## src/rtl/keypad_clock_div.sv

```systemverilog
// Keypad scan clock divider with combinational priority encoder and a per-scan-period key latch.
// Optional single-cycle tick on each clk_out rise, enabled by defining KEYPAD_CLOCK_DIV_TICK_EN.
module keypad_clock_div #(
  parameter int HALF_PERIOD = 500000
) (
  input  logic        clk,
  input  logic        reset,
  input  logic [11:0] keys,
  output logic        clk_out,
  output logic [3:0]  code,
  output logic        valid,
  output logic [3:0]  code_q,
  output logic        valid_q,
  output logic        tick
);

  localparam int CW = (HALF_PERIOD > 1) ? $clog2(HALF_PERIOD) : 1;
  localparam logic [CW-1:0] CNT_TOP = CW'(HALF_PERIOD - 1);

  logic [CW-1:0] cnt_q;
  logic [CW-1:0] cnt_d;
  logic          clk_out_q;
  logic          wrap;
  logic          rise;

  // Ascending scan: the last set bit seen wins, so bit 11 has top priority.
  always_comb begin
    code = 4'hF;
    for (int i = 0; i < 12; i++) begin
      if (keys[i]) code = 4'(i);
    end
  end

  assign valid = |keys;

  assign wrap  = (cnt_q == CNT_TOP);
  assign rise  = wrap & ~clk_out_q;
  assign cnt_d = wrap ? '0 : cnt_q + 1'b1;

  always_ff @(posedge clk or posedge reset) begin
    if (reset) begin
      cnt_q     <= '0;
      clk_out_q <= 1'b0;
      code_q    <= 4'hF;
      valid_q   <= 1'b0;
    end else begin
      cnt_q <= cnt_d;
      if (wrap) clk_out_q <= ~clk_out_q;
      if (rise) begin
        code_q  <= code;
        valid_q <= valid;
      end
    end
  end

  assign clk_out = clk_out_q;

`ifdef KEYPAD_CLOCK_DIV_TICK_EN
  logic tick_q;

  // Registered on the same edge that raises clk_out, so both go high together.
  always_ff @(posedge clk or posedge reset) begin
    if (reset) tick_q <= 1'b0;
    else       tick_q <= rise;
  end

  assign tick = tick_q;
`else
  assign tick = 1'b0;
`endif

endmodule

```

## config.mk

```make
export PLATFORM = sky130hd
export DESIGN_NAME = keypad_clock_div
export DESIGN_NICKNAME = d
export VERILOG_FILES = /design/src/rtl/keypad_clock_div.sv
export SDC_FILE = /design/constraint.sdc
export NUM_CORES = 1
export LEC_CHECK = 0
export ABC_AREA = 1
export CAP_MARGIN = 20
export CORE_MARGIN = 3
export CORE_UTILIZATION = 40
export DETAILED_ROUTE_END_ITERATION = 8
export HOLD_SLACK_MARGIN = 0.05
export PLACE_DENSITY = 0.74
export SLEW_MARGIN = 5
export SYNTH_ARGS = -nofsm -noshare
export SYNTH_HDL_FRONTEND = slang
export SYNTH_SLANG_ARGS = --single-unit
```

## constraint.sdc

```tcl
create_clock -name clk -period 1.8 [get_ports clk]
set_input_delay 0.36 -clock clk [delete_from_list [all_inputs] [get_ports clk]]
set_output_delay 0.36 -clock clk [all_outputs]
set_load 0.03 [all_outputs]
```

==> impl_metrics.tcl <==
set metrics [dict create \
    async_reset_ff_share_pct 100 \
    finalHoldViolations 0 \
    drv_slew 0 \
    initial_utilization_pct 43.7 \
    overflow 0 \
    grt_max_degree 26 \
    wl_per_cell_um 11.2 \
    nets 272 \
    yosys_warnings 0 \
    grt_pass1_wl_um 6090 \
    fin_tns_setup_ns 0 \
    cts_sinks 25 \
    dieWidth_um 68 \
    place_congestion 0.916 \
    outcome "finished clean" \
    critPathMaxFanout 2 \
    hold_path.class "input port to async pin" \
    mappedNetlistArea_mm2 0.00154 \
    p_leak_nw 1.10 \
    setup_ws_ns 0.0589 \
    firstDrtPassIters 4 \
    preCtsSetupSlack_ns -0.748 \
    critPathSlowestCell "clkdlybuf4s50_1" \
    critPathRequiredTime_ns 2.01 \
    synth-edff-count 0 \
    synthCells 208 \
    ctsHtreeMaxLevel 1 \
    r2r-start "cnt_q[0]$_DFF_PP0_" \
    crit_buf_inv 9 \
    setup_viol 0 \
    synth_top_area_share_pct 34.2 \
    synth_common_cells "51 x nand2_1, 45 x inv_1, 21 x dfrtp_1" \
    ys_ff_latch 25 \
    dieArea_mm2 0.00462 \
    power_density_mw_per_mm2 482 \
    ys_seq_area_share_pct 41.0 \
    antenna_found_initial 0 \
    synth_area_per_cell_um2 7.39 \
    cpPeakStageDelay_ns 0.47 \
    clkLatencyLatePin_ns 0.27 \
    drt-initial-drc-count 45 \
    skew_ns 0.00490 \
    core_area_mm2 0.00352 \
    worstSetupPathType "input port to register" \
    synth_fp_nets 223 \
    drive_above_1_share_pct 22.7 \
    track_usage_pct 17.2 \
    cpMostUsedCell "buf_4" \
    io_buffer_count 24 \
    critPathCaptureType "register" \
    syn_to_final_growth_pct 34.3 \
    period_needed_ns 1.74 \
    rows 21 \
    yosysMostFrequentCell "nand2_1" \
    cp.arrival_ns 1.95 \
    holdBufCountCts 0 \
    postRouteAntennaNets 0 \
    dpl.hpwl_um 2490 \
    path_clk_slew_ns 0.09 \
    r2r_cells 9 \
    ys_types 32 \
    drv_cap 0 \
    path_delay_family "buffers and inverters" \
    holdWs_ns 0.428 \
    vias_per_cell 4.75 \
    synth_top_flop_cell "dfrtp_1" \
    cts_tree "built" \
    clk_path_buf_depth 2 \
    synth_top_cell_by_area "dfrtp_1" \
    cts_buffers 3 \
    wl_um 3370 \
    n_antenna_cell 0 \
    ir_drop_v 0.000645 \
    pin_count 26 \
    fin_crit_sh_pct 96.7 \
    r2r-end "code_q[3]$_DFFE_PP1P_" \
    grt_pass1_vias 1427 \
    vias 1433 \
    synth.area.top_cells "dfrtp_1 34%, nand2_1 12%, inv_1 11%, dfstp_2 6.8%, nor2_1 4.9%" \
    die_y_um 68 \
    drcViolationCount 0 \
    rsz0062_at_grt "true" \
    crit_chain "clkdlybuf4s50_1, inv_2, nand3_2, nor2_2, buf_4, buf_4, buf_4, buf_4, buf_4, buf_4, buf_4, o21ai_1" \
    r2r_slack_ns 0.16 \
    critPathLaunchType "input port" \
    fmax_mhz 574 \
    root_buffer "clkbuf_8" \
]
==> flip-flops by register name (all words and copies together), names as in the netlist <==
name,count
code_q,4
cnt_q,19
clk_out,1
valid_q,1
==> area by class of cell <==
| cell class | instances | area [µm²] |
|---|---|---|
| Fill cell | 321 | 1460 |
| Multi-Input combinational cell | 134 | 766 |
| Sequential cell | 25 | 631 |
| Timing Repair Buffer | 45 | 385 |
| Inverter | 48 | 180 |
| Tap cell | 46 | 57.6 |
| Clock buffer | 3 | 41.3 |
| Clock inverter | 1 | 5.00 |
==> tightest hold or removal path: cells and delay by family <==
kind	cells	cell delay, ns
buf+inv	3	0.74
==> cells by family (layout without fill, tap and decap cells) <==
logic type	count (synthesis)	after routing	synth area share [%]
AND/OR/NAND/NOR	113	113	37.7
buffers and inverters	49	97	12.2
flip-flops	25	25	41.0
AO/OA/AOI/OAI	13	13	4.64
XOR/XNOR	6	6	3.42
adder cells (fa/ha/maj)	1	1	0.814
other	1	1	0.244
==> what timing repair did <==
item                                   4_1_cts  5_1_grt
endpoints found under the hold margin        0        0
setup endpoints to repair                    9       10
pin swaps                                    6        3
setup buffers                                8        1
gates resized for setup                     31       11
==> metrics by stage <==
stage,power [mW],instance area [µm²],utilization [%],instances
final,0.996,2070,58.7,302
after global routing,1.03,2070,58.7,302
after CTS,1.00,2040,57.8,301
after detailed placement,0.668,1910,54.2,289
after global placement,0.666,1910,54.2,289
after floorplan,0.615,1540,-,208
==> placed cells by master, fill, tap and decap left out, types with 2 or more instances in the layout <==
master	synthesis	final
clkdlybuf4s50_1	0	4
nor2_1	20	18
clkbuf_8	0	3
buf_4	1	23
dfstp_2	4	4
nand3_2	1	2
dfrtp_1	21	21
nand4_1	10	10
buf_6	0	3
nor2_2	0	2
nand2_1	51	49
nor4_4	2	3
inv_2	2	6
o21ai_0	5	5
nor4_1	3	2
a21oi_1	2	2
clkdlybuf4s15_1	0	3
dlygate4sd2_1	0	11
nand2_2	1	3
inv_1	45	41
xor2_1	5	5
nand3_1	13	12
nor3_4	1	2
nor3_1	5	4
o21ai_1	3	3
==> worst max path at each step <==
stage                                endpoint  slack, ns               start  cells past startpoint
after floorplan           cnt_q[12]$_DFF_PP0_       0.26  cnt_q[0]$_DFF_PP0_                     10
after global placement                  valid      -0.73             keys[0]                      7
after detailed placement                valid      -0.75             keys[0]                      7
after CTS                               valid       0.03             keys[1]                      7
after global routing                  code[2]      -0.03             keys[0]                      8
final                     valid_q$_DFFE_PP0P_       0.06             keys[8]                     12
==> layer usage <==
metal  up-vias  wire length, µm  part of all wire, %  GRT usage (%)
met5         -                0                    0              0
met4         0               59                  1.8           5.21
met3         6               86                  2.6           2.96
met2        17             1580                   47           28.8
met1       663             1650                   49           22.7
li1        747                -                    -              -
==> power breakdown <==
group	internal, mW	leakage [nW]	total, mW	switching (mW)
sequential	0.562	0.316	0.562	0
combinational	0.0474	0.759	0.103	0.0553
clock	0.155	0.0255	0.331	0.176
(Power assumes the default switching activity.)
